File: src/rtl/pixel_feed_controller.sv
`default_nettype none
// ============================================================================
// Module   : pixel_feed_controller
// Purpose  : Buffers HPS-written pixels in a small FIFO and releases them one
//            at a time to the facial detector using its ready /
//            end_recieve_pixel handshake. Counts pixels per frame, stops after
//            a full frame and re-arms on the detector's end-of-frame pulse.
// Ports    : clk                   - system clock, rising edge
//            reset                 - synchronous, active-low reset
//            i_start               - one-cycle pulse, arms delivery of a frame
//            i_wr_valid/i_wr_pixel - HPS pixel write strobe and data
//            o_wr_ready            - FIFO not full
//            i_ready_recieve_pixel - detector can take a pixel (level)
//            i_end_frame           - detector end-of-frame pulse
//            o_pixel               - pixel to the detector (held between pulses)
//            o_end_recieve_pixel   - one-cycle pulse, o_pixel valid
//            o_frame_done          - one-cycle pulse when the frame closes
//            o_pixel_count         - pixels delivered in the current frame
//            o_overflow            - sticky, a write was dropped on a full FIFO
//            o_busy                - controller not idle
// Revision : 1.0 - initial release
// ============================================================================
module pixel_feed_controller #(
  parameter int DATA_WIDTH   = 12,
  parameter int FRAME_WIDTH  = 320,
  parameter int FRAME_HEIGHT = 240,
  parameter int FIFO_DEPTH   = 16,
  parameter int CNT_WIDTH    = 17
) (
  input  logic                  clk,
  input  logic                  reset,
  input  logic                  i_start,
  input  logic                  i_wr_valid,
  input  logic [DATA_WIDTH-1:0] i_wr_pixel,
  output logic                  o_wr_ready,
  input  logic                  i_ready_recieve_pixel,
  input  logic                  i_end_frame,
  output logic [DATA_WIDTH-1:0] o_pixel,
  output logic                  o_end_recieve_pixel,
  output logic                  o_frame_done,
  output logic [CNT_WIDTH-1:0]  o_pixel_count,
  output logic                  o_overflow,
  output logic                  o_busy
);

  // FIFO_DEPTH is a power of two (>= 2), so pointers wrap naturally.
  localparam int ADDR_WIDTH = (FIFO_DEPTH > 1) ? $clog2(FIFO_DEPTH) : 1;

  localparam logic [CNT_WIDTH-1:0]  c_frame_pixels = CNT_WIDTH'(FRAME_WIDTH * FRAME_HEIGHT);
  localparam logic [ADDR_WIDTH:0]   c_fifo_depth   = (ADDR_WIDTH + 1)'(FIFO_DEPTH);
  localparam logic [ADDR_WIDTH-1:0] c_ptr_one      = ADDR_WIDTH'(1);

  localparam logic [1:0] c_st_idle           = 2'd0;
  localparam logic [1:0] c_st_wait_ready     = 2'd1;
  localparam logic [1:0] c_st_send           = 2'd2;
  localparam logic [1:0] c_st_wait_frame_end = 2'd3;

  logic [DATA_WIDTH-1:0] r_mem [FIFO_DEPTH];
  logic [ADDR_WIDTH-1:0] r_wr_ptr;
  logic [ADDR_WIDTH-1:0] r_rd_ptr;
  logic [ADDR_WIDTH:0]   r_level;

  logic [1:0]            r_state;
  logic [DATA_WIDTH-1:0] r_pixel;
  logic                  r_end_pulse;
  logic                  r_frame_done;
  logic [CNT_WIDTH-1:0]  r_count;
  logic                  r_overflow;

  logic w_full;
  logic w_empty;
  logic w_push;
  logic w_pop;

  assign w_full  = (r_level == c_fifo_depth);
  assign w_empty = (r_level == '0);
  assign w_push  = i_wr_valid && !w_full;
  // End of frame takes priority over a pop in WAIT_READY: the frame closes
  // and the head pixel stays queued for the next frame.
  assign w_pop   = (r_state == c_st_wait_ready) && i_ready_recieve_pixel &&
                   !w_empty && !i_end_frame;

  // Storage has no reset; emptiness is defined by the pointers and level.
  always_ff @(posedge clk) begin
    if (w_push) begin
      r_mem[r_wr_ptr] <= i_wr_pixel;
    end
  end

  always_ff @(posedge clk) begin
    if (!reset) begin
      r_wr_ptr <= '0;
      r_rd_ptr <= '0;
      r_level  <= '0;
    end else begin
      if (w_push) begin
        r_wr_ptr <= r_wr_ptr + c_ptr_one;
      end
      if (w_pop) begin
        r_rd_ptr <= r_rd_ptr + c_ptr_one;
      end
      case ({w_push, w_pop})
        2'b10:   r_level <= r_level + 1'b1;
        2'b01:   r_level <= r_level - 1'b1;
        default: r_level <= r_level;
      endcase
    end
  end

  // Delivery FSM. The pixel, pulse and count are registered on the edge that
  // enters SEND, so all three are visible together during the SEND cycle.
  always_ff @(posedge clk) begin
    if (!reset) begin
      r_state      <= c_st_idle;
      r_pixel      <= '0;
      r_end_pulse  <= 1'b0;
      r_frame_done <= 1'b0;
      r_count      <= '0;
      r_overflow   <= 1'b0;
    end else begin
      r_end_pulse  <= 1'b0;
      r_frame_done <= 1'b0;

      // Dropped write: judged on the pre-edge fullness, even if a pop
      // frees a slot on this same edge.
      if (i_wr_valid && w_full) begin
        r_overflow <= 1'b1;
      end

      case (r_state)
        c_st_idle: begin
          if (i_start) begin
            r_state <= c_st_wait_ready;
            r_count <= '0;
          end
        end

        c_st_wait_ready: begin
          if (i_end_frame) begin
            r_frame_done <= 1'b1;
            r_state      <= c_st_idle;
          end else if (w_pop) begin
            r_pixel     <= r_mem[r_rd_ptr];
            r_end_pulse <= 1'b1;
            r_count     <= r_count + 1'b1;
            r_state     <= c_st_send;
          end
        end

        c_st_send: begin
          // r_count already holds the incremented value here.
          if (i_end_frame) begin
            r_frame_done <= 1'b1;
            r_state      <= c_st_idle;
          end else if (r_count == c_frame_pixels) begin
            r_state <= c_st_wait_frame_end;
          end else begin
            r_state <= c_st_wait_ready;
          end
        end

        c_st_wait_frame_end: begin
          if (i_end_frame) begin
            r_frame_done <= 1'b1;
            r_state      <= c_st_idle;
          end
        end

        default: r_state <= c_st_idle;
      endcase
    end
  end

  assign o_wr_ready          = !w_full;
  assign o_pixel             = r_pixel;
  assign o_end_recieve_pixel = r_end_pulse;
  assign o_frame_done        = r_frame_done;
  assign o_pixel_count       = r_count;
  assign o_overflow          = r_overflow;
  assign o_busy              = (r_state != c_st_idle);

endmodule
`default_nettype wire

File: config.mk
export PLATFORM = sky130hd
export DESIGN_NAME = pixel_feed_controller
export DESIGN_NICKNAME = d
export VERILOG_FILES = /design/src/rtl/pixel_feed_controller.sv
export SDC_FILE = /design/constraint.sdc
export NUM_CORES = 1
export LEC_CHECK = 0
export ABC_AREA = 1
export BUFFER_PORTS_ARGS = -buffer_cell sky130_fd_sc_hd__buf_2
export CORE_MARGIN = 2
export CORE_UTILIZATION = 60
export DETAILED_ROUTE_END_ITERATION = 10
export PLACE_DENSITY = 0.78
export SLEW_MARGIN = 25
export SYNTH_ARGS = -nofsm -noshare
export SYNTH_HDL_FRONTEND = slang
export SYNTH_SLANG_ARGS = --single-unit
File: constraint.sdc
create_clock -name clk -period 5.89 [get_ports clk]
set_input_delay 1.178 -clock clk [delete_from_list [all_inputs] [get_ports clk]]
set_output_delay 1.178 -clock clk [all_outputs]
set_load 0.01 [all_outputs]
==> summary.md <==
| Metric | Value |
|---|---|
| Vias | around 7400 |
| Reg2Reg Capture Point | r_level[4] |
| Ant. Diodes | 0 |
| Largest net degree at the start of global routing | 99 |
| Yosys cell types | 33 |
| Total routed wirelength | between 20000 and 25000 um |
| Pleak | ~4.3 nW |
| Multi-input logic area | 3131 um2 |
| H-Tree Depth | 1 |
| Die area | 18170 um2 |
| Worst ir drop on vdd | around 0.00025 V |
| # DRC | 0 |
| Setup_tns | 0 ns |
| Cell Area, Synth | 10260 um2 |
| Worst reg-to-reg setup slack | 3.10 ns |
| Hpwl dp | 14640 um |
| Most frequent cells in the layout | nor2_1 (230), edfxtp_1 (192), nand2_1 (131) |
| Site Rows | 47 |
| Depth of the most critical reg-to-reg path | 14 |
| Syn nets | 1041 |
| Grt ovf | 0 |
| Initial Util | 61.67% |
| Met1 global-route usage | 39.03% |
| Share of cells above drive strength 1 | roughly a tenth |
| Achievable Freq | 325.5 MHz |
| GRT met2 Usage | 42.33% |
| Starting DRC count in detailed routing | around 870 |
| Ports | 52 |
| Hold_sp | o_overflow |
| Outcome | finished, final reports clean |
| Fillers | 1250 |
| Clock latency at the later pin of the worst-skew pair | around 0.53 ns |
| Chip Height | 134.8 um |
| # hold bufs at CTS | 0 |
| Antenna violations before repair | 0 |
| CP required | roughly 6.3 ns |
| Slew Viols, Final | 0 |
| CORE AREA | 16640 um2 |
| Synth Area per Inst | 10.15 um2 |
| Clock buffer count from CTS | 24 |
| Number of global-route vias before repair | around 6900 |
| Minimum clock period | 3.072 ns |
| RePlAce Congestion | 0.8865 |
| TritonRoute pass-1 iters | 5 |
| Final setup viols | 0 |
| Data arrival, critical path | 3.51 ns |
| Die Wd | ~130 um |
| Pwr per Cell Area | 319.8 nW/um2 |
| Hold Slack | 0.4519 ns |
| Worst-Margin Slew | 1.031 ns |
| Max Fanout on Critical Path | 28 |
| Slowest CP cell | inv_2 |
| Final hold violation count | 0 |
| Fin nets | 1076 |
| Critical Path Source Type | input pin |
| MaxCap Viol Count | 0 |
| GR peak layer | met2 |
| Clk slew on worst S/H paths | around 0.06 ns |
| Most common cell after layout, fill and taps aside | nor2_1 |
| Clock skew | 0.01093 ns |
| Reg2reg start | r_state[0] |
| Clk buf depth | 3 |
| Mapped Cells | 1011 |
| Slew margin rel. | between 30% and 40% |
| Antenna-violating nets left | 0 |
| Part of the cycle the worst path needs | 52.16% |
| Critical path class | in -> reg |
| CTS tree | done |
| First-pass GRT wire length | around 37000 um |
| Global-route met3 utilization | 3.266% |
| Via-to-Cell Ratio | 5.745 |
| Yosys warns | 0 |
| Root Buffer | clkbuf_16 |
| Register area share after synthesis | 65.34% |
| Hold path endpoint | o_overflow |
| Post-CTS sizing | 0 |
| FF+latch area | 6713 um2 |
| Post-CTS setup buffer count | 0 |
| Clk sinks | ~240 |
| CP cell instances | buf_2 -> inv_1 -> nand3_4 -> inv_2 -> ha_1 -> inv_1 -> fa_1 -> inv_1 -> nand2_1 -> nand2_1 -> a21oi_1 -> xnor2_1 -> nand2_1 -> a21oi_1 |
| Yosys reg bits | roughly 240 |
| Min-delay worst type | reg -> reg |
| PortBufs | 51 |
| Number of cells on the worst hold path | 2 |
| GRT Overall Usage | between 20 and 30% |
| RSZ-0062 raised after global routing | false |
| Area grow syn2layout | 11.46% |
| Mean routed wirelength per cell | 18.65 um |
| CP peak stage delay | 0.41 ns |
| CP Capture Type | flop |
==> metal layers <==
metal | vias up | routed length (um)
li1 | 3508 | -
met1 | 3476 | 10030
met2 | 335 | 11040
met3 | 57 | 2014
met4 | 0 | 854
met5 | - | 0
==> stage by stage <==
stage | power, mW | utilization (%) | instance area (um2) | instances | worst slack [ns]
finish | 3.658 | 68.74 | 11440 | 1284 | 2.818
global route | 3.763 | 68.74 | 11440 | 1284 | 2.565
CTS | 3.668 | 68.61 | 11420 | 1284 | 2.855
detailed placement | 2.137 | 63.76 | 10610 | 1240 | 2.312
global placement | 2.132 | 63.76 | 10610 | 1240 | 2.344
floorplan | 2.052 | - | 10260 | 1011 | 2.811
==> kinds of logic after synthesis <==
group	share of synthesized area, %
flops	65.34
fa+ha+maj	1.536
buf+inv	4.352
simple gates	20.86
compound gates	6.973
xor+xnor	0.9388
==> layout make-up <==
type                    count  share of cell area [%]
well taps                 220                   2.406
flip-flops and latches    239                   58.68
multi-input cells         664                   27.37
repair buffers             54                   2.428
clock buffers              26                   5.316
clock inverters            18                   1.739
inverters                  63                   2.067
==> synthesized netlist by cell type, drive strengths merged <==
cell	n	area, um2
nor2	239	904.6
edfxtp	192	5766
nand2	135	526.8
nand3	121	623.1
o21ai	94	474.2
inv	62	232.7
dfxtp	47	940.9
buf	25	135.1
a21oi	23	126.4
clkbuf	20	75.07
o21a	13	97.59
ha	11	137.6
xor2	9	78.83
nand4	7	43.79
nor3	4	20.02
nand3b	2	15.01
xnor2	2	17.52
a31oi	1	6.260
clkinv	1	3.750
fa	1	20.02
nor3b	1	7.510
o2111a	1	11.26
==> report_power, final <==
group / switching, mW / internal [mW] / total, mW
clock: 0.631 / 0.922 / 1.55
combinational: 0.173 / 0.0619 / 0.235
sequential: 0.0185 / 1.85 / 1.87
==> registers in the layout, indices dropped and copies added, names as in the netlist <==
name                 flops
o_frame_done             1
r_wr_ptr                 4
o_end_recieve_pixel      1
o_pixel                 12
r_state                  2
r_mem                  192
o_overflow               1
r_rd_ptr                 4
o_pixel_count           17
r_level                  5
==> worst max path at each step <==
stage | start | to | slack (ns)
finish | i_end_frame | r_level[4] | 2.82
global route | i_end_frame | r_level[4] | 2.56
CTS | i_end_frame | r_level[4] | 2.86
detailed placement | i_end_frame | r_level[4] | 2.31
global placement | i_end_frame | r_level[4] | 2.34
floorplan | i_end_frame | r_level[4] | 2.81
==> critical path: cells and delay by family <==
kind / cells / cell delay, ns
buf+inv: 5 / 0.88
xor+xnor: 1 / 0.13
fa+ha+maj: 2 / 0.76
compound gates: 2 / 0.18
simple gates: 4 / 0.37
(Power assumes the default switching activity.)
